<file path="config.mk">
export PLATFORM = sky130hd
export DESIGN_NAME = keypad_answer_scanner
export DESIGN_NICKNAME = d
export VERILOG_FILES = /design/src/rtl/keypad_answer_scanner_pkg.sv /design/src/rtl/keypad_answer_scanner_sync.sv /design/src/rtl/keypad_answer_scanner.sv
export SDC_FILE = /design/constraint.sdc
export NUM_CORES = 1
export LEC_CHECK = 0
export CORE_ASPECT_RATIO = 0.7
export CORE_MARGIN = 2
export CORE_UTILIZATION = 50
export DETAILED_ROUTE_END_ITERATION = 16
export PLACE_DENSITY = 0.7
export SLEW_MARGIN = 20
export SYNTH_ARGS = -nofsm -noshare
export SYNTH_HDL_FRONTEND = slang
export SYNTH_SLANG_ARGS = --single-unit
</file>
<file path="constraint.sdc">
create_clock -name clk -period 3.1 [get_ports clk]
set_input_delay 0.62 -clock clk [delete_from_list [all_inputs] [get_ports clk]]
set_output_delay 0.62 -clock clk [all_outputs]
set_load 0.05 [all_outputs]
</file>
<file path="src/rtl/keypad_answer_scanner_pkg.sv">
// Shared quiz definitions for the answer keypads and the scoring logic.
// Holds the key geometry, the scanner FSM state type and the nine one-hot
// answer codes that both keypads and the scorer compare against.
package keypad_answer_scanner_pkg;

  localparam int KEY_W    = 9;
  localparam int KEY_ROWS = 3;
  localparam int KEY_COLS = 3;

  typedef enum logic {
    IDLE    = 1'b0,
    PRESSED = 1'b1
  } kp_state_t;

  // Answer codes: bit index = row*3 + col.
  localparam logic [KEY_W-1:0] ANS_1 = 9'b000000001;
  localparam logic [KEY_W-1:0] ANS_2 = 9'b000000010;
  localparam logic [KEY_W-1:0] ANS_3 = 9'b000000100;
  localparam logic [KEY_W-1:0] ANS_4 = 9'b000001000;
  localparam logic [KEY_W-1:0] ANS_5 = 9'b000010000;
  localparam logic [KEY_W-1:0] ANS_6 = 9'b000100000;
  localparam logic [KEY_W-1:0] ANS_7 = 9'b001000000;
  localparam logic [KEY_W-1:0] ANS_8 = 9'b010000000;
  localparam logic [KEY_W-1:0] ANS_9 = 9'b100000000;

  // True when exactly one bit of v is set.
  function automatic logic is_one_hot(input logic [KEY_W-1:0] v);
    return (v != '0) && ((v & (v - 9'd1)) == '0);
  endfunction

endpackage

</file>
<file path="src/rtl/keypad_answer_scanner_sync.sv">
// keypad_sync: two-flop synchronizer for the asynchronous keypad columns.
// Ports:
//   clk   - clock
//   rst_n - asynchronous active-low reset; output resets to all ones (keys open)
//   d     - asynchronous input bus
//   q     - synchronized output bus, two cycles behind d
module keypad_sync #(
  parameter int W = 3
) (
  input  logic         clk,
  input  logic         rst_n,
  input  logic [W-1:0] d,
  output logic [W-1:0] q
);

  logic [W-1:0] meta_q;
  logic [W-1:0] sync_q;

  always_ff @(posedge clk or negedge rst_n) begin
    if (!rst_n) begin
      meta_q <= '1;
      sync_q <= '1;
    end else begin
      meta_q <= d;
      sync_q <= meta_q;
    end
  end

  assign q = sync_q;

endmodule

</file>
<file path="src/rtl/keypad_answer_scanner.sv">
// keypad_answer_scanner: scans a 3x3 active-low keypad, debounces complete
// scans and reports a single accepted key as a one-hot answer code.
// Ports:
//   clk        - clock
//   rst_n      - asynchronous active-low reset
//   enable     - scanning enabled; low clears the scanner and its outputs
//   row_drive  - one-cold row strobe (bit r low drives row r)
//   col_sense  - asynchronous pulled-up column inputs (low = key closed)
//   key_onehot - accepted key, bit = row*3 + col; zero when none accepted
//   key_valid  - one-cycle pulse when a new key is accepted
//   key_held   - high while the accepted key has not been released
module keypad_answer_scanner
  import keypad_answer_scanner_pkg::*;
#(
  parameter int SCAN_DIV       = 4,
  parameter int DEBOUNCE_SCANS = 3
) (
  input  logic                clk,
  input  logic                rst_n,
  input  logic                enable,
  output logic [KEY_ROWS-1:0] row_drive,
  input  logic [KEY_COLS-1:0] col_sense,
  output logic [KEY_W-1:0]    key_onehot,
  output logic                key_valid,
  output logic                key_held
);

  localparam int DIV_W = (SCAN_DIV > 1) ? $clog2(SCAN_DIV) : 1;
  localparam int RUN_W = $clog2(DEBOUNCE_SCANS + 1);
  localparam logic [DIV_W-1:0] DIV_LAST = DIV_W'(SCAN_DIV - 1);
  localparam logic [RUN_W-1:0] RUN_MAX  = RUN_W'(DEBOUNCE_SCANS);
  localparam logic [1:0]       ROW_LAST = 2'(KEY_ROWS - 1);

  logic [KEY_COLS-1:0] col_sync;
  logic [KEY_COLS-1:0] sense;

  logic [DIV_W-1:0]    div_q, div_d;
  logic [1:0]          row_q, row_d;
  logic [KEY_W-1:0]    snap_q, snap_d;
  logic [KEY_W-1:0]    prev_snap_q, prev_snap_d;
  logic [RUN_W-1:0]    run_q, run_d;
  kp_state_t           state_q, state_d;
  logic [KEY_W-1:0]    key_onehot_q, key_onehot_d;
  logic                key_valid_q, key_valid_d;
  logic                key_held_q, key_held_d;
  logic [KEY_ROWS-1:0] row_drive_q, row_drive_d;

  logic                sample;
  logic                scan_done;
  logic                stable;
  logic [KEY_W-1:0]    snap_full;
  logic [RUN_W-1:0]    run_next;

  keypad_sync #(.W(KEY_COLS)) u_sync (
    .clk   (clk),
    .rst_n (rst_n),
    .d     (col_sense),
    .q     (col_sync)
  );

  assign sense = ~col_sync;

  always_comb begin
    div_d        = div_q;
    row_d        = row_q;
    snap_d       = snap_q;
    prev_snap_d  = prev_snap_q;
    run_d        = run_q;
    state_d      = state_q;
    key_onehot_d = key_onehot_q;
    key_held_d   = key_held_q;
    key_valid_d  = 1'b0;
    row_drive_d  = '1;
    sample       = 1'b0;
    scan_done    = 1'b0;
    stable       = 1'b0;
    snap_full    = snap_q;
    run_next     = run_q;

    if (!enable) begin
      div_d        = '0;
      row_d        = '0;
      snap_d       = '0;
      prev_snap_d  = '0;
      run_d        = '0;
      state_d      = IDLE;
      key_onehot_d = '0;
      key_held_d   = 1'b0;
    end else begin
      sample = (div_q == DIV_LAST);
      if (sample) begin
        div_d = '0;
        row_d = (row_q == ROW_LAST) ? 2'd0 : row_q + 2'd1;
        // Drop this row's columns into the snapshot; snap_full is the
        // snapshot including the current sample, so the last row of a scan
        // is visible to the debounce logic in the same cycle.
        case (row_q)
          2'd0:    snap_full[2:0] = sense;
          2'd1:    snap_full[5:3] = sense;
          default: snap_full[8:6] = sense;
        endcase
        snap_d    = snap_full;
        scan_done = (row_q == ROW_LAST);
      end else begin
        div_d = div_q + DIV_W'(1);
      end

      if (scan_done) begin
        if (snap_full == prev_snap_q) begin
          run_next = (run_q == RUN_MAX) ? RUN_MAX : run_q + RUN_W'(1);
        end else begin
          run_next = RUN_W'(1);
        end
        run_d       = run_next;
        prev_snap_d = snap_full;
        stable      = (run_next == RUN_MAX);
      end

      if (stable) begin
        case (state_q)
          IDLE: begin
            // Zero and multi-key snapshots never produce an answer.
            if (is_one_hot(snap_full)) begin
              key_onehot_d = snap_full;
              key_valid_d  = 1'b1;
              key_held_d   = 1'b1;
              state_d      = PRESSED;
            end
          end
          PRESSED: begin
            // Only a full release re-arms; extra or rolled keys are ignored.
            if (snap_full == '0) begin
              key_onehot_d = '0;
              key_held_d   = 1'b0;
              state_d      = IDLE;
            end
          end
          default: state_d = IDLE;
        endcase
      end

      // Registered strobe follows the row the counters move to.
      row_drive_d = ~(3'b001 << row_d);
    end
  end

  always_ff @(posedge clk or negedge rst_n) begin
    if (!rst_n) begin
      div_q        <= '0;
      row_q        <= '0;
      snap_q       <= '0;
      prev_snap_q  <= '0;
      run_q        <= '0;
      state_q      <= IDLE;
      key_onehot_q <= '0;
      key_valid_q  <= 1'b0;
      key_held_q   <= 1'b0;
      row_drive_q  <= '1;
    end else begin
      div_q        <= div_d;
      row_q        <= row_d;
      snap_q       <= snap_d;
      prev_snap_q  <= prev_snap_d;
      run_q        <= run_d;
      state_q      <= state_d;
      key_onehot_q <= key_onehot_d;
      key_valid_q  <= key_valid_d;
      key_held_q   <= key_held_d;
      row_drive_q  <= row_drive_d;
    end
  end

  assign row_drive  = row_drive_q;
  assign key_onehot = key_onehot_q;
  assign key_valid  = key_valid_q;
  assign key_held   = key_held_q;

endmodule

</file>
* Word-level counts from Yosys, hierarchy flattened
Cells that the tools add are included.
** Operators by class
- Add/sub/neg operators :: 4
- Eq/ne operators :: 10
- Shift-type cells :: 1
- Multiplexer cells :: 43
- Bitwise logic cells :: 4
- Reduce and logical (&&, ||, !) cells :: 7
** Operators by type and width (number)
- 9-bit 2-to-1 mux :: 9
- 2-bit 2-to-1 mux :: 12
- 9-bit logical NOT :: 2
- 9-bit case mux with 2 select lines :: 1
- 1-bit 2-to-1 mux :: 15
- 3-bit 2-to-1 mux :: 4
- 9-bit bitwise AND :: 1
- 9-bit equality test :: 1
- 9-bit nonzero test :: 1
- 9-bit by 1-bit subtractor with 9-bit output (second input constant) :: 1
- 2-bit equality test (second input constant) :: 4
- 2-bit by 1-bit adder with 2-bit output (second input constant) :: 3
- 3-bit inverter :: 2
- 2-bit by 1-bit inequality test with 1-bit output (second input constant) :: 2
- 1-bit case mux with 2 select lines :: 2
- 3-bit by 2-bit inequality test with 1-bit output (second input constant) :: 1
- 3-bit inequality test (second input constant) :: 1
- 3-bit AND reduction :: 1
- 1-bit by 2-bit << shifter with 3-bit output (first input constant) :: 1
- 2-bit by 1-bit equality test with 1-bit output (second input constant) :: 1
- 2-bit logical NOT :: 1
- 2-bit OR reduction :: 1
- 1-bit logical AND :: 1
- 1-bit inverter :: 1
** Word-level totals
- Register bits after elaboration :: 45
- Input bits :: 6
- Output and inout bits :: 14
- Logic and storage cells :: 81

* Depth between registers and ports, before layout
Gate-level depths: netlist of run 1.
- Word-level depth :: 14
- Gate-level depth with buffers :: 9
- Depth with buffers taken out :: 8

* Hierarchy
From an unflattened synthesis of run 1, not the netlist that was laid out.
** Second synthesis, totals
- Cells, all modules :: 244
- Area total of the unflattened synthesis :: 2391.0 µm²
** By module, submodules not included
- keypad_answer_scanner :: times used 1, cells each 238, area each 2233.4 µm², sequential area each 979.7 µm²
- keypad_sync :: times used 1, cells each 6, area each 157.7 µm², sequential area each 157.7 µm²

* Least setup slack after synthesis of run 1
No wires, ideal clock.
- Path kind :: reg2reg
- Start :: register div_q[0]
- End :: register key_onehot_q[0], in the netlist key_onehot[0]
- Library setup time :: 0.131 ns
- Data arrival time :: 2.317 ns
- Data required time :: 2.969 ns
- Slack :: 0.652 ns
- Stages on the path, launching flop included :: 9
- Buffers on the path :: 0
- Clock period less this slack :: 2.448 ns
- Path through :: dfrtp_1 > ha_1 > nand3b_2 > mux2_4 > a211o_1 > nand4b_1 > a2111oi_2 > o22ai_2 > o2bb2ai_1
** On the way
- Cells in the longest elaborated chain, start to end :: 12
- Elaborated cells on any way between the ends :: 26
- Classes of those cells :: add/sub: 1; eq/ne: 6; mux: 13; bitwise: 1; reduce/logical: 5
** RTL lines
- start: declaration :: RTL line keypad_answer_scanner.sv:37 : logic [DIV_W-1:0] div_q, div_d;
- start signal: assignment :: RTL line keypad_answer_scanner.sv:160 : div_q <= div_d;
- 2-bit equality test (*) :: RTL line keypad_answer_scanner.sv:90 : sample = (div_q == DIV_LAST);
- parallel branches: the longest is 11 deep, another holds 9-bit by 1-bit subtractor with 9-bit output
- end signal: assignment :: RTL line keypad_answer_scanner.sv:166 : key_onehot_q <= key_onehot_d;
- end: declaration :: RTL line keypad_answer_scanner.sv:43 : logic [KEY_W-1:0] key_onehot_q, key_onehot_d;
Mark *: on every way between the ends. The select of a mux whose other input is x is not followed.
A chain may end at the register's enable or synchronous reset.

* Worst setup path after layout of run 1
- Start :: register div_q[0]
- End :: register key_onehot_q[6], in the netlist key_onehot[6]
The elaborated chain is that of the path after synthesis.

==> out/qor.csv, run 1 <==
stage,metric,value,unit
setup_path,startpoint type of the worst setup path,register,
drt,drt pass-1 iters,5,
die,row count,20,
sta,Tcrit/Tclk final,89.7,%
clock_network,CTS sink cnt,45,
placed_design,IO Port Bufs,19,
die,Initial Utilization,51.6,%
die,die height,60.0,um
clock_network,clock buffer count from CTS,5,
job,Max Cap Viol,0,
final_layout,Ant. Diodes,0,
yosys,Synth Register Bits,45,
clock_network,clk buf depth,2,
yosys,Ys Warns,0,
global_routing,antenna violations before repair,0,
min_path,Hold WC Path Type,input pin to async pin,
global_routing,wire length of the first global-routing pass,8.23,mm
drt,DRT iter0 DRCs,182,
global_routing,number of global-route vias before repair,1548,
final_layout,nets@finish,252,
final_layout,share of layout cells above drive strength 1,15.0,%
drt,DRT Wirelength,5.05,mm
die,Core Region,4330,um2
yosys,number of flops mapped to enable cells by yosys,0,
final_layout,Area Growth Syn to Fin,16.5,%
die,die area,5030,um2
sta,maximum clock rate,360,MHz
yosys,share of flip-flops with an asynchronous set or reset,100,%
power_and_ir_drop,Max VDD drop,279,uV
sta,fin. max-slew vios,0,
yosys,Syn Area/Cell,10.0,um2
clock_network,clk slew on worst S/H paths,0.09,ns
placed_design,HPWL after detailed placement,3.57,mm
die,IO Pins,20,
power_and_ir_drop,Leak,1.11,nW
clock_network,cts hold-fix bufs,0,
power_and_ir_drop,power per cell area,461,nW/um2
global_routing,largest net degree at the start of global routing,46,
sta,setup TNS,0,ns
sta,final setup fails,0,
sta,Slew headroom,63.6,%
global_routing,total grt overflow,0,
setup_path,required time of the critical path,3.30,ns
drt,DRC,0,
yosys,post-synthesis sequential area ratio,50.9,%
drt,Avg WL per Cell,16.8,um
sta,final hold slack,0.289,ns
sta,worst-margin pin slew,0.545,ns
clock_network,Post-CTS Setup Bufs,0,
yosys,"Top FF cell, synth",dfrtp_1,
clock_network,worst-skew pair later-pin latency,0.31,ns
sta,final clock skew,0.0122,ns
sta,final hold vios,0,
global_routing,gr usage total,21.8,%
yosys,synth unique cells,55,
final_layout,most frequent cells in the layout,"dfrtp_1, nor2_1, a21oi_1",
setup_path,"Data arrival, critical path",2.98,ns
yosys,Synth Instances,223,
die,Die W,83.9,um
drt,Post-DRT Antenna Nets,0,
final_layout,Fill cells,364,
drt,via density per instance,5.79,
clock_network,CTS tree,built,
sta,RSZ-0062 raised after global routing,no,
clock_network,root buf cell,clkbuf_8,
setup_path,crit end category,register,
drt,via count,1743,
yosys,syn_nets,230,
setup_path,CP max FO,9,
final_layout,"commonest non-fill, non-tap cell in the layout",dfrtp_1,
clock_network,CTS resizes,0,
yosys,Mapped Area,2240,um2
clock_network,H-tree depth,2,
sta,fin crit period,2.78,ns
outcome,status,"finished, final reports clean",
placed_design,routability cong.,0.835,
setup_path,Crit Path Category,register to register,
==> stage by stage <==
step,power (mW),setup slack (ns),cell area (um2),cells,utilization [%]
floorplan,0.702,0.652,2240,223,-
global placement,0.745,0.433,2490,293,57.4
detailed placement,0.745,0.334,2490,293,57.4
CTS,1.21,0.320,2600,301,60.1
global route,1.25,0.100,2610,301,60.2
finish,1.20,0.319,2610,301,60.2
==> registers in the layout, summed over array words and instances (netlist names) <==
register,cells
state_q,1
u_sync.q,3
row_drive,3
div_q,2
key_onehot,9
u_sync.meta_q,3
key_valid,1
row_q,2
key_held,1
snap_q,9
run_q,2
prev_snap_q,9
==> per-layer routing <==
layer  share of wire (%)  GRT usage, %
met1                  53          34.5
met2                  41          29.9
met3                 5.5          4.28
met4                0.69          7.14
met5                   0             0
==> Yosys cell counts, types with 2 or more instances <==
library cell	instances	area (um2)
nand4b_1	2	17.5
nand2_1	14	52.6
and3_1	3	18.8
o21ai_0	4	20.0
xnor2_1	2	17.5
or2_2	2	12.5
nor3_1	9	45.0
o2bb2ai_1	9	78.8
a21oi_1	21	105
nor2b_1	2	12.5
clkbuf_1	6	22.5
maj3_1	2	20.0
o22ai_1	2	12.5
buf_2	3	15.0
dfstp_2	9	236
xor2_1	2	17.5
inv_1	10	37.5
nand3_1	6	30.0
and2_1	3	18.8
nand2b_1	5	31.3
mux2i_1	4	40.0
dfrtp_1	36	901
nor2_1	29	109
nand3b_1	2	15.0
a211oi_1	6	45.0
==> cells by family after synthesis <==
logic type,Yosys count,synth area share (%)
XOR/XNOR,4,1.57
buffers and inverters,22,4.36
adder cells (fa/ha/maj),3,1.45
flip-flops,45,50.9
AND/OR/NAND/NOR,85,20.0
multiplexers,6,2.97
AO/OA/AOI/OAI,58,18.7
==> final timing paths <==
kind	start	endpoint	slack, ns	cells past startpoint
min in group clk	u_sync.meta_q[0]	u_sync.q[0]	0.36	0
max	div_q[0]	key_onehot[6]	0.32	9
min reg2reg	u_sync.meta_q[0]	u_sync.q[0]	0.36	0
max in group asynchronous	rst_n	row_drive[2]	2.42	1
max reg2reg	div_q[0]	key_onehot[6]	0.32	9
min	rst_n	key_onehot[3]	0.29	1
==> power breakdown <==
part / leakage [nW] / internal [mW] / switching, mW / total [mW]
Clock: 0.0591 / 0.246 / 0.222 / 0.468
Combinational: 0.453 / 0.0414 / 0.0739 / 0.115
Sequential: 0.595 / 0.604 / 0.0147 / 0.619
==> area by class of cell <==
class | count | area [um2] | share of cell area [%]
Tap cell | 55 | 68.8 | 2.64
Multi-Input combinational cell | 156 | 1000 | 38.4
Sequential cell | 45 | 1140 | 43.7
Inverter | 11 | 41.3 | 1.59
Clock inverter | 3 | 47.5 | 1.83
Timing Repair Buffer | 26 | 240 | 9.22
Clock buffer | 5 | 68.8 | 2.64
==> worst max-delay path, stage by stage (launching register included) <==
cell and delay [ns]:
dfrtp_1 0.40, ha_1 0.31, buf_4 0.21, a21oi_1 0.27
nor3_1 0.09, a211o_1 0.34, nand4b_1 0.24, a2111oi_2 0.38
o22ai_2 0.25, o2bb2ai_1 0.19
No activity file was read; power rests on OpenSTA's default activity.
==> inputs of run 2 (changes only) <==
Settings changed: ABC_CLOCK_PERIOD_IN_PS set to 3100.
==> results of run 2 <==
Final layout, timing and power as in run 1 (identical DEF).
